**config.mk**
```make
export PLATFORM = sky130hd
export DESIGN_NAME = mmio_bank
export DESIGN_NICKNAME = d
export VERILOG_FILES = /design/src/rtl/mmio_bank_pkg.sv /design/src/rtl/mmio_bank_sampler.sv /design/src/rtl/mmio_bank.sv
export SDC_FILE = /design/constraint.sdc
export NUM_CORES = 1
export LEC_CHECK = 0
export ABC_CLOCK_PERIOD_IN_PS = 3750
export CELL_PAD_IN_SITES_DETAIL_PLACEMENT = 0
export CELL_PAD_IN_SITES_GLOBAL_PLACEMENT = 2
export CORE_MARGIN = 2
export CORE_UTILIZATION = 33
export CTS_BUF_LIST = sky130_fd_sc_hd__clkbuf_8
export CTS_CLUSTER_SIZE = 16
export DETAILED_ROUTE_END_ITERATION = 8
export PLACE_DENSITY = 0.89
export SETUP_SLACK_MARGIN = 0.3
export SYNTH_ARGS = -nofsm -noshare
export SYNTH_HDL_FRONTEND = slang
export SYNTH_SLANG_ARGS = --single-unit
```
**constraint.sdc**
```tcl
create_clock -name clk -period 3.75 [get_ports clk]
set_input_delay 0.75 -clock clk [delete_from_list [all_inputs] [get_ports clk]]
set_output_delay 0.75 -clock clk [all_outputs]
set_load 0.005 [all_outputs]
```
**src/rtl/mmio_bank_pkg.sv**
```systemverilog
// Shared types and helpers for the MMIO register bank: access sizes, region
// decode tags and byte-lane helpers.
package mmio_bank_pkg;

  typedef enum logic [1:0] {
    DB = 2'd0,
    DH = 2'd1,
    DW = 2'd2
  } data_width;

  localparam int unsigned MMIO_WORD_BYTES = 4;

  typedef enum logic [2:0] {
    REG_IN,
    REG_OUT,
    REG_STAT,
    REG_IE,
    REG_NONE
  } mmio_region_e;

  function automatic logic [31:0] mask(input data_width dw);
    case (dw)
      DB:      return 32'h0000_00FF;
      DH:      return 32'h0000_FFFF;
      DW:      return 32'hFFFF_FFFF;
      default: return 32'h0000_0000;
    endcase
  endfunction

  // Byte enables for an access; only meaningful for aligned accesses.
  function automatic logic [MMIO_WORD_BYTES-1:0] lane_strobe(input data_width dw,
                                                             input logic [1:0] off);
    case (dw)
      DB:      return 4'b0001 << off;
      DH:      return 4'b0011 << off;
      DW:      return 4'b1111;
      default: return 4'b0000;
    endcase
  endfunction

endpackage

```
**src/rtl/mmio_bank_sampler.sv**
```systemverilog
// Two-flop capture of the peripheral inputs with per-word change detect
// between the two stages.
module mmio_sampler #(
  parameter int unsigned N = 4
) (
  input  logic            clk,
  input  logic            rst,
  input  logic [N*32-1:0] d_i,
  output logic [N*32-1:0] q_o,
  output logic [N-1:0]    chg_o
);

  logic [N*32-1:0] q_q;
  logic [N*32-1:0] qq_q;

  always_ff @(posedge clk) begin
    if (rst) begin
      q_q  <= '0;
      qq_q <= '0;
    end else begin
      q_q  <= d_i;
      qq_q <= q_q;
    end
  end

  always_comb begin
    chg_o = '0;
    for (int i = 0; i < N; i++) begin
      chg_o[i] = (q_q[i*32 +: 32] != qq_q[i*32 +: 32]);
    end
  end

  assign q_o = q_q;

endmodule

```
**src/rtl/mmio_bank.sv**
```systemverilog
// MMIO register bank: sampled inputs, read/write outputs, change STATUS with
// W1C and an interrupt enable; every request is answered exactly one cycle later.
module mmio_bank
  import mmio_bank_pkg::*;
#(
  parameter int unsigned N_IN      = 4,
  parameter int unsigned N_OUT     = 4,
  parameter int unsigned ADDR_W    = 8,
  parameter int unsigned OUT_BASE  = 16,
  parameter int unsigned STAT_W    = 32,
  parameter int unsigned IE_W      = 33,
  parameter logic [31:0] OUT_RESET = 32'h0
) (
  input  logic                clk,
  input  logic                rst,
  input  logic                req,
  input  logic                we,
  input  logic [ADDR_W-1:0]   addr,
  input  data_width           dw,
  input  logic [31:0]         wdata,
  output logic                ack,
  output logic [31:0]         rdata,
  output logic                err,
  input  logic [N_IN*32-1:0]  io_in,
  output logic [N_OUT*32-1:0] io_out,
  output logic [N_OUT-1:0]    io_wr_stb,
  output logic                irq
);

  logic [N_IN*32-1:0] in_flat;
  logic [N_IN-1:0]    chg;

  mmio_sampler #(.N(N_IN)) u_sampler (
    .clk   (clk),
    .rst   (rst),
    .d_i   (io_in),
    .q_o   (in_flat),
    .chg_o (chg)
  );

  logic [31:0]     out_q [N_OUT];
  logic [31:0]     out_d [N_OUT];
  logic [N_OUT-1:0] stb_q, stb_d;
  logic [N_IN-1:0] status_q, status_d;
  logic [N_IN-1:0] ie_q, ie_d;
  logic            ack_q, err_q, irq_q;
  logic [31:0]     rdata_q, rdata_d;

  logic [ADDR_W-3:0] word;
  logic [1:0]        off;
  logic [31:0]       widx;
  mmio_region_e      region;
  logic              fault;
  logic              wr_ok;
  logic [3:0]        be;
  logic [31:0]       bmask, wsh, wm, sel, merged;
  logic [N_IN-1:0]   clr;

  assign word = addr[ADDR_W-1:2];
  assign off  = addr[1:0];
  assign widx = 32'(word);

  // Region decode and current value of the addressed register.
  always_comb begin
    region = REG_NONE;
    sel    = '0;
    if (widx < N_IN) begin
      region = REG_IN;
      for (int i = 0; i < N_IN; i++) begin
        if (widx == 32'(i)) sel = in_flat[i*32 +: 32];
      end
    end else if (widx >= OUT_BASE && widx < OUT_BASE + N_OUT) begin
      region = REG_OUT;
      for (int k = 0; k < N_OUT; k++) begin
        if (widx == 32'(OUT_BASE + k)) sel = out_q[k];
      end
    end else if (widx == STAT_W) begin
      region = REG_STAT;
      sel    = 32'(status_q);
    end else if (widx == IE_W) begin
      region = REG_IE;
      sel    = 32'(ie_q);
    end
  end

  always_comb begin
    fault = (region == REG_NONE)
         || !(dw inside {DB, DH, DW})
         || (dw == DH && off[0])
         || (dw == DW && off != 2'b00)
         || (we && region == REG_IN);
    wr_ok = req && we && !fault;
    be    = lane_strobe(dw, off);
    bmask = '0;
    for (int b = 0; b < 4; b++) bmask[b*8 +: 8] = {8{be[b]}};
    wsh    = wdata << {off, 3'b000};
    wm     = wsh & bmask;
    merged = (sel & ~bmask) | wm;
    rdata_d = (req && !we && !fault) ? ((sel >> {off, 3'b000}) & mask(dw)) : '0;
  end

  always_comb begin
    out_d = out_q;
    stb_d = '0;
    ie_d  = ie_q;
    clr   = '0;
    if (wr_ok) begin
      case (region)
        REG_OUT: begin
          for (int k = 0; k < N_OUT; k++) begin
            if (widx == 32'(OUT_BASE + k)) begin
              out_d[k] = merged;
              stb_d[k] = 1'b1;
            end
          end
        end
        REG_IE:   ie_d = merged[N_IN-1:0];
        REG_STAT: clr  = wm[N_IN-1:0];
        default: ;
      endcase
    end
    // A new change in the same cycle as a clear keeps the bit set.
    status_d = (status_q & ~clr) | chg;
  end

  always_ff @(posedge clk) begin
    if (rst) begin
      ack_q    <= 1'b0;
      err_q    <= 1'b0;
      rdata_q  <= '0;
      stb_q    <= '0;
      status_q <= '0;
      ie_q     <= '0;
      irq_q    <= 1'b0;
      for (int k = 0; k < N_OUT; k++) out_q[k] <= OUT_RESET;
    end else begin
      ack_q    <= req;
      err_q    <= req && fault;
      rdata_q  <= rdata_d;
      stb_q    <= stb_d;
      status_q <= status_d;
      ie_q     <= ie_d;
      irq_q    <= |(status_q & ie_q);
      out_q    <= out_d;
    end
  end

  always_comb begin
    io_out = '0;
    for (int k = 0; k < N_OUT; k++) io_out[k*32 +: 32] = out_q[k];
  end

  assign ack       = ack_q;
  assign err       = err_q;
  assign rdata     = rdata_q;
  assign io_wr_stb = stb_q;
  assign irq       = irq_q;

endmodule

```
==> flow_summary_export.csv, run 1 <==
group,metric,value,unit
hold_path,holdCritPathClass,"in2reg",
sta,setup_viol,0,
floorplanning,die_width,235,µm
cells_and_area,multiInputGateArea,8450,µm²
logic_synthesis,synth_xor_xnor_area_share,6.36,%
logic_synthesis,synth-seq-area-share,48.9,%
drt,drt-pass1-iter-count,6,
cells_and_area,drive_above_1_share,13.3,%
floorplanning,ios,341,
power,ir_worst_vdd,0.000246,V
sta,finalMaxSlewViolations,0,
clocking,worstSkewPairLatency,0.67,ns
clocking,htree_levels,3,
clocking,cts_sinks,431,
cells_and_area,nFillCells,5009,
drt,wl_per_cell,25.1,µm
logic_synthesis,yosys.area_share.simple,21.1,%
drt,routed_via_density,5.28,
drt,drtAntennaViolNets,0,
critical_path,required,4.26,ns
drt,drc,0,
placement,place_area,22500,µm²
placement,port_buffers,340,
sta,worst_slew_margin_rel,32.0,%
cells_and_area,fin_area,24100,µm²
floorplanning,core,52700,µm²
clocking,cts_made_buffers,74,
floorplanning,die_y,235,µm
clocking,cts_root_buffer,"clkbuf_8",
global_route,grt_pass1_wl,109000,µm
placement,finalWeightedCongestion,0.960,
logic_synthesis,synth_edf_count,0,
power,p_per_area,429,nW/µm²
sta,period_share,90.7,%
critical_path,cp-start-kind,"input port",
cells_and_area,seqCellArea,8630,µm²
run,maxCapViolCount,0,
power,cellLeakagePower,0.00850,µW
logic_synthesis,synth_nets,2028,
logic_synthesis,syn_avg_cell_area,9.54,µm²
sta,rsz0062_at_grt,"no",
clocking,cts_tree,"done",
critical_path,critPathArrivalTime,3.91,ns
sta,tightestPinTransition,1.02,ns
sta,finalCriticalPeriod,3.40,ns
logic_synthesis,synth_compound_area_share,16.3,%
logic_synthesis,synth_top_area_cell,"dfxtp_1",
drt,drtIter0Drc,1398,
logic_synthesis,synth_top_flop_cell,"dfxtp_1",
critical_path,end_kind,"flop",
logic_synthesis,yosys_register_bits,431,
logic_synthesis,synth_top_family_by_area,"simple AND/OR/NAND/NOR gates",
placement,hpwlAfterDp,58600,µm
logic_synthesis,yosysTopAreaCellShare,48.9,%
cells_and_area,layout.nets,2435,
clocking,clock_tree.buffer_depth,3,
sta,max_freq,0.294,GHz
sta,clock-skew-final,0.0267,ns
logic_synthesis,yosys-top-cells-area,"dfxtp_1, nor2b_1, xnor2_1",
critical_path,crit_path_max_fanout,10,
floorplanning,start_util,33.5,%
logic_synthesis,yosysWarnings,0,
status,status,"finished, final reports clean",
logic_synthesis,muxShareOfSynthArea,3.60,%
logic_synthesis,synth_area,17600,µm²
drt,num_vias,15900,
sta,hold_viol,0,
floorplanning,rows,84,
logic_synthesis,synthArstFlopShare,0,%
logic_synthesis,synthAdderAreaFrac,0.284,%
critical_path,worstSetupPathType,"in2reg",
logic_synthesis,ys_types,75,
global_route,track_usage,26.6,%
logic_synthesis,synthCells,1850,
global_route,grt_pass1_vias,15700,
floorplanning,die_area,55300,µm²
clocking,clk_pin_slew,0.06,ns
drt,wirelength,75400,µm
cells_and_area,mostFrequentLayoutCells,"dfxtp_1, clkdlybuf4s50_1, nor2b_1",
clocking,holdBufCountCts,0,
global_route,grt_overflow_total,0,
cells_and_area,final_common_cell,"dfxtp_1",
sta,finalSetupTns,0,ns
global_route,grt_max_degree,124,
cells_and_area,syn_to_final_growth,36.7,%
global_route,antenna_found_initial,2,
-- Yosys cell counts (10+ instances only) --
cell / number
o21ai_0: 76
a211oi_1: 84
nand4_1: 34
nor4_1: 18
nand2b_1: 10
a221oi_1: 23
clkbuf_1: 101
nand2_1: 37
a21oi_1: 31
nor2_1: 187
o22ai_1: 19
mux2i_1: 26
a31oi_1: 17
nand3_1: 31
o21a_1: 32
nor2b_1: 261
and3_1: 14
nand3b_1: 32
xnor2_1: 128
inv_1: 10
buf_2: 29
o21ai_1: 10
nor3_1: 21
mux2_2: 26
o221ai_1: 12
dfxtp_1: 431
-- state kept, by name (all words and copies together), names as in the netlist --
signal,cells
io_wr_stb,4
irq,1
rdata,32
ie_q,4
err,1
ack,1
io_out,128
u_sampler.q_o,128
u_sampler.qq_q,128
status_q,4
-- kinds of logic (layout without fill, tap and decap cells) --
family / Yosys count / in the layout
multiplexers: 56 / 56
XOR/XNOR: 128 / 128
AND/OR/NAND/NOR: 677 / 677
flip-flops: 431 / 431
other: 0 / 2
AO/OA/AOI/OAI: 405 / 405
buffers and inverters: 149 / 611
adder cells (fa/ha/maj): 4 / 4
-- where the power goes --
group | leakage, µW | switching [µW] | internal (µW)
Sequential | 0.00353 | 142 | 4720
Clock | 0.000875 | 1970 | 2490
Combinational | 0.00410 | 528 | 494
-- timing repair --
action,CTS,global route
buffers inserted,0,0
resized for setup,0,1
setup endpoints to repair,0,1
-- worst max-delay path, stage by stage --
cell	delay, ns
clkdlybuf4s50_1	0.59
inv_1	0.07
ha_1	0.23
o21ai_0	0.44
nand4_1	0.20
or3b_1	0.59
nor2_1	0.16
nand2_1	0.32
a211oi_1	0.55
-- final timing paths --
kind / from / cells past startpoint / to / slack, ns
hold / removal: rst / 2 / u_sampler.q_o[8] / 0.44
hold reg to reg: u_sampler.q_o[40] / 2 / u_sampler.qq_q[40] / 0.48
setup / recovery: dw[0] / 9 / rdata[17] / 0.35
setup reg to reg: io_out[76] / 8 / rdata[4] / 1.48
-- layer usage --
layer | up-vias | GRT usage, % | share of wire (%)
li1 | 7342 | - | -
met1 | 7728 | 35.3 | 44
met2 | 677 | 42.9 | 46
met3 | 114 | 6.03 | 7.6
met4 | 2 | 8.61 | 2.7
met5 | - | 0 | 0.015
-- through the flow --
stage | worst slack (ns) | hold slack, ns | utilization [%] | std cells | power, µW
finish | 0.347 | 0.441 | 45.8 | 3002 | 10300
global route | 0.334 | 0.428 | 45.8 | 3001 | 10700
CTS | 0.501 | 0.385 | 45.8 | 3000 | 10400
detailed placement | -0.208 | 0.474 | 42.8 | 2869 | 5960
global placement | -0.279 | 0.463 | 42.8 | 2869 | 5960
floorplan | 0.864 | 0.438 | - | 1850 | 5400
-- layout make-up --
| cell class | instances | share of cell area [%] |
|---|---|---|
| sequential | 431 | 35.8 |
| multi-input combinational | 1270 | 35.1 |
| timing repair buffer | 470 | 18.8 |
| clock buffer | 101 | 5.77 |
| tap | 688 | 3.57 |
| clock inverter | 30 | 0.820 |
| inverter | 10 | 0.156 |
| antenna | 2 | 0.0208 |
(Power assumes the default switching activity.)
==> run 2, diff against run 1 <==
--- a/config.mk
+++ b/config.mk
@@ -5,10 +5,11 @@
 export SDC_FILE = /design/constraint.sdc
 export NUM_CORES = 1
 export LEC_CHECK = 0
+export ABC_AREA = 0
 export ABC_CLOCK_PERIOD_IN_PS = 3750
 export CELL_PAD_IN_SITES_DETAIL_PLACEMENT = 0
 export CELL_PAD_IN_SITES_GLOBAL_PLACEMENT = 2
-export CORE_MARGIN = 2
+export CORE_MARGIN = 1.5
 export CORE_UTILIZATION = 33
 export CTS_BUF_LIST = sky130_fd_sc_hd__clkbuf_8
 export CTS_CLUSTER_SIZE = 16
==> flow_summary_export.csv, run 2 (synthesis results as in run 1) <==
group,metric,value,unit
floorplanning,ios,341,
floorplanning,die_width,234,µm
global_route,antenna_found_initial,2,
drt,wirelength,74600,µm
critical_path,crit_top_cell,"buf_4",
global_route,grt_overflow_total,0,
critical_path,required,4.34,ns
placement,place_area,22500,µm²
critical_path,crit_path_max_fanout,10,
global_route,track_usage,26.8,%
critical_path,critPathArrivalTime,4.05,ns
run,maxCapViolCount,0,
cells_and_area,layout.nets,2435,
placement,dp.cells,2869,
critical_path,worstSetupPathType,"in2reg",
power,finalPower,10700,µW
critical_path,crit_start,"addr[4]",
global_route,grt.busiest_layer,"met2",
sta,worst_slew_margin_rel,24.8,%
placement,hpwlAfterDp,57700,µm
critical_path,path_buf_inv,3,
global_route,grt_use_met2,42.2,%
sta,finalSetupTns,0,ns
drt,drc,0,
critical_path,cp.depth,9,
clocking,htree_levels,3,
clocking,cts_root_buffer,"clkbuf_8",
hold_path,holdCritPathClass,"in2reg",
cells_and_area,syn_to_final_growth,37.2,%
critical_path,cp-start-kind,"input port",
sta,clock-skew-final,0.0375,ns
power,cellLeakagePower,0.00858,µW
global_route,grt_use_met1,36.8,%
critical_path,reg2reg_depth,5,
drt,wl_per_cell,24.8,µm
global_route,grt_util_met3,4.63,%
sta,max_freq,0.289,GHz
cells_and_area,mostFrequentLayoutCells,"dfxtp_1, clkdlybuf4s50_1, nor2b_1",
status,status,"finished, final reports clean",
drt,routed_via_density,5.26,
drt,drt-pass1-iter-count,5,
clocking,cts_sinks,431,
sta,finalCriticalPeriod,3.46,ns
placement,finalWeightedCongestion,0.948,
cells_and_area,final_common_cell,"dfxtp_1",
sta,tightestPinTransition,1.13,ns
global_route,grt_pass1_vias,15300,
clocking,clock_tree.buffer_depth,3,
floorplanning,rows,84,
power,ir_worst_vdd,0.000300,V
power,p_per_area,440,nW/µm²
critical_path,end_kind,"flop",
global_route,grt_max_degree,141,
drt,drtIter0Drc,1360,
cells_and_area,drive_above_1_share,13.4,%
global_route,grt_pass1_wl,106000,µm
cells_and_area,finalNonFillerCells,3007,
clocking,post_cts_buffers,0,
clocking,cts_made_buffers,74,
placement,post-place-ws,-0.633,ns
critical_path,r2r-end,"io_out[45]",
clocking,clk_pin_slew,0.06,ns
placement,port_buffers,340,
critical_path,critPathTopFamily,"compound AO/OA/AOI/OAI gates",
critical_path,cp-endpoint,"io_out[45]",
sta,finalMaxSlewViolations,0,
drt,drtAntennaViolNets,0,
critical_path,path_cells,"clkdlybuf4s50_1 > buf_4 > nor4b_2 > buf_4 > nand3_1 > a31oi_1 > a211oi_1 > o21ai_1 > o21a_1",
sta,hold_viol,0,
sta,period_share,92.3,%
critical_path,slowest_delay,0.63,ns
critical_path,cp_slowest_cell,"o21ai_1",
floorplanning,die_area,54900,µm²
clocking,worstSkewPairLatency,0.68,ns
cells_and_area,fin_area,24200,µm²
hold_path,hold_path_startpoint,"rst",
sta,setup_viol,0,
sta,fin_ws,0.290,ns
critical_path,ff2ff_setup_slack,1.50,ns
drt,num_vias,15800,
floorplanning,core,52700,µm²
floorplanning,die_y,234,µm
sta,rsz0062_at_grt,"no",
clocking,cts_tree,"done",
critical_path,rr_startpoint,"io_out[77]",
floorplanning,start_util,33.5,%
## run 2: worst min-delay path by stage
stage	to	slack, ns	cells after the start
after floorplan	u_sampler.qq_q[40]	0.44	2
after global placement	u_sampler.qq_q[64]	0.49	1
after detailed placement	u_sampler.qq_q[2]	0.49	1
after CTS	rdata[1]	0.44	2
after global routing	u_sampler.q_o[25]	0.47	2
final	u_sampler.q_o[30]	0.49	2
## run 2: area by class of cell
cell class                 instances  area (µm²)
antenna                            4        10.0
clock buffer                      96        1320
clock inverter                    38         360
fill                            4976       28400
inverter                          10        37.5
multi-input combinational       1270        8450
sequential                       431        8630
tap                              688         861
timing repair buffer             470        4540
## run 2: power breakdown
group / leakage, µW / internal (µW) / switching (µW) / total (µW)
registers: 0.00353 / 4710 / 146 / 4860
logic: 0.00411 / 484 / 522 / 1010
clock network: 0.000931 / 2750 / 2040 / 4780
total: 0.00858 / 7940 / 2710 / 10700
## run 2: what timing repair did
action                                  CTS  global route
endpoints found under the setup margin    4             0
resized for setup                         1             0
hold buffers                              0             0
## run 2: per-layer routing
metal / share of wire (%) / routed length [µm] / up-vias
met5: 0 / 0 / -
met4: 2.7 / 2020 / 0
met3: 7.7 / 5760 / 98
met2: 46 / 34000 / 732
met1: 44 / 32800 / 7648
li1: - / - / 7350
## run 2: stage by stage
step                util (%)  hold slack, ns
finish                  46.0           0.489
global route            46.0           0.469
CTS                     46.0           0.435
detailed placement      42.8           0.492
global placement        42.8           0.486
floorplan                  -           0.438
==> run 3, diff against run 2 <==
--- a/config.mk
+++ b/config.mk
@@ -18,4 +18,5 @@
 export SETUP_SLACK_MARGIN = 0.3
 export SYNTH_ARGS = -nofsm -noshare
 export SYNTH_HDL_FRONTEND = slang
+export SYNTH_HIERARCHICAL = 1
 export SYNTH_SLANG_ARGS = --single-unit
==> flow_summary_export.csv, run 3 <==
group,metric,value,unit
status,status,"finished, final reports clean",
cells_and_area,drive_above_1_share,11.8,%
sta,tightestPinTransition,1.09,ns
placement,port_buffers,340,
critical_path,required,4.28,ns
logic_synthesis,yosys-top-cells-area,"dfxtp_1, nor2b_1, xnor2_1",
critical_path,r2r-end,"io_out[88]",
global_route,grt_overflow_total,0,
critical_path,rr_startpoint,"u_sampler/q_o[88]",
critical_path,crit_start,"addr[7]",
power,cellLeakagePower,0.00845,µW
logic_synthesis,synthArstFlopShare,0,%
global_route,track_usage,25.7,%
critical_path,reg2reg_depth,6,
sta,period_share,85.1,%
clocking,htree_levels,3,
floorplanning,rows,84,
floorplanning,die_y,235,µm
logic_synthesis,ys_types,73,
sta,whs,0.442,ns
critical_path,critPathArrivalTime,3.72,ns
cells_and_area,fin_area,24000,µm²
logic_synthesis,syn_avg_cell_area,9.52,µm²
drt,drtAntennaViolNets,0,
critical_path,path_buf_inv,3,
critical_path,cp-endpoint,"io_out[112]",
critical_path,critPathTopFamily,"compound AO/OA/AOI/OAI gates",
logic_synthesis,yosysWarnings,6,
clocking,holdBufCountCts,0,
global_route,grt_max_degree,235,
power,p_per_area,423,nW/µm²
critical_path,end_kind,"flop",
sta,clock-skew-final,0.0321,ns
clocking,cts_sinks,431,
cells_and_area,seqCellArea,8630,µm²
clocking,worstSkewPairLatency,0.68,ns
floorplanning,ios,341,
floorplanning,die_area,55100,µm²
clocking,cts_root_buffer,"clkbuf_8",
drt,wl_per_cell,24.2,µm
cells_and_area,final_common_cell,"dfxtp_1",
drt,drt-pass1-iter-count,5,
clocking,cts_tree,"done",
critical_path,crit_path_max_fanout,8,
logic_synthesis,synth_commonest_cells,"dfxtp_1, nor2b_1, nor2_1, xnor2_1, a211oi_1",
cells_and_area,finalNonFillerCells,3007,
placement,place_area,22500,µm²
drt,drtIter0Drc,1585,
critical_path,cp-start-kind,"input port",
clocking,post_cts_buffers,0,
critical_path,cp.depth,9,
placement,hpwlAfterDp,55600,µm
global_route,grt_pass1_vias,15600,
power,ir_worst_vdd,0.000239,V
logic_synthesis,synth_top_area_cell,"dfxtp_1",
critical_path,path_cells,"clkdlybuf4s50_1 > or4_1 > a2111oi_0 > a311oi_1 > a21boi_0 > buf_4 > o21ai_0 > buf_4 > o21ai_0",
cells_and_area,nFillCells,5012,
critical_path,ff2ff_setup_slack,1.33,ns
logic_synthesis,synthCells,1861,
cells_and_area,multiInputGateArea,8490,µm²
sta,hold_viol,0,
drt,num_vias,16100,
clocking,cts_resized,0,
drt,routed_via_density,5.34,
critical_path,cp_slowest_cell,"a2111oi_0",
drt,drc,0,
logic_synthesis,synth_area,17700,µm²
logic_synthesis,synth-seq-area-share,48.7,%
logic_synthesis,yosys_register_bits,431,
sta,max_freq,0.313,GHz
logic_synthesis,synth_edf_count,0,
global_route,grt_pass1_wl,105000,µm
global_route,antenna_found_initial,7,
critical_path,worstSetupPathType,"in2reg",
sta,setup_viol,0,
logic_synthesis,yosysTopAreaCellShare,48.7,%
logic_synthesis,synth_nets,2039,
hold_path,holdCritPathClass,"in2reg",
placement,finalWeightedCongestion,0.957,
sta,worst_slew_margin_rel,27.6,%
drt,wirelength,72700,µm
placement,dp.cells,2883,
sta,rsz0062_at_grt,"no",
critical_path,slowest_delay,0.76,ns
cells_and_area,layout.nets,2448,
run,maxCapViolCount,0,
floorplanning,start_util,33.5,%
cells_and_area,syn_to_final_growth,35.3,%
sta,finalMaxSlewViolations,0,
floorplanning,die_width,235,µm
clocking,clock_tree.buffer_depth,3,
clocking,clk_pin_slew,0.05,ns
sta,finalCriticalPeriod,3.19,ns
floorplanning,core,52900,µm²
cells_and_area,mostFrequentLayoutCells,"dfxtp_1, clkdlybuf4s50_1, nor2b_1",
logic_synthesis,yosysMostFrequentCell,"dfxtp_1",
clocking,cts_made_buffers,73,
logic_synthesis,synth_top_flop_cell,"dfxtp_1",
run 3: cell families after synthesis:
logic type                 after synthesis  share of synthesized area [%]
DFF                                    431                           48.7
muxes                                   51                           3.20
AOI/OAI and AO/OA                      446                           17.2
buffers and inverters                  146                           3.65
and+or+nand+nor                        655                           20.7
adders and majority gates                4                          0.282
xor gates and xnor gates               128                           6.33
run 3: stage by stage:
stage | TNS (ns) | power [µW] | util [%] | setup slack (ns)
6_report | 0 | 10100 | 45.4 | 0.560
5_1_grt | 0 | 10500 | 45.4 | 0.437
4_1_cts | 0 | 10200 | 45.4 | 0.608
3_5_place_dp | -0.109 | 5970 | 42.6 | -0.0619
3_3_place_gp | 0 | 5960 | 42.6 | 0.00555
2_1_floorplan | 0 | 5420 | - | 1.05
run 3: area by class of cell:
| class | instances | area share, % |
|---|---|---|
| well taps | 688 | 3.59 |
| inverters | 13 | 0.203 |
| flip-flops and latches | 431 | 36.0 |
| diodes | 3 | 0.0313 |
| repair buffers | 467 | 18.8 |
| clock inverters | 33 | 0.976 |
| clock buffers | 88 | 5.05 |
| multi-input cells | 1284 | 35.4 |
run 3: worst min-delay path by stage:
stage	start	end	slack (ns)	cells past startpoint
detailed placement	u_sampler/q_o[13]	u_sampler/qq_q[13]	0.49	1
finish	rst	u_sampler/q_o[10]	0.44	2
global route	rst	u_sampler/qq_q[14]	0.44	2
CTS	rst	u_sampler/qq_q[5]	0.41	2
global placement	u_sampler/q_o[32]	u_sampler/qq_q[32]	0.48	1
floorplan	u_sampler/q_o[28]	u_sampler/qq_q[28]	0.47	1
run 3: routing by layer:
layer / wire length (µm) / up-vias / share of wire (%) / GRT usage (%)
met3: 6630 / 123 / 9.1 / 6.39
li1: - / 7361 / - / -
met4: 2430 / 4 / 3.3 / 10.6
met5: 29 / - / 0.040 / 0
met1: 30900 / 7726 / 42 / 33.7
met2: 32800 / 858 / 45 / 40.3
run 3: power breakdown:
| group | leakage [µW] | switching, µW | internal [µW] | total (µW) |
|---|---|---|---|---|
| clock network | 0.000827 | 1920 | 2330 | 4250 |
| logic | 0.00409 | 538 | 499 | 1040 |
| registers | 0.00353 | 135 | 4720 | 4850 |
| total | 0.00845 | 2600 | 7540 | 10100 |
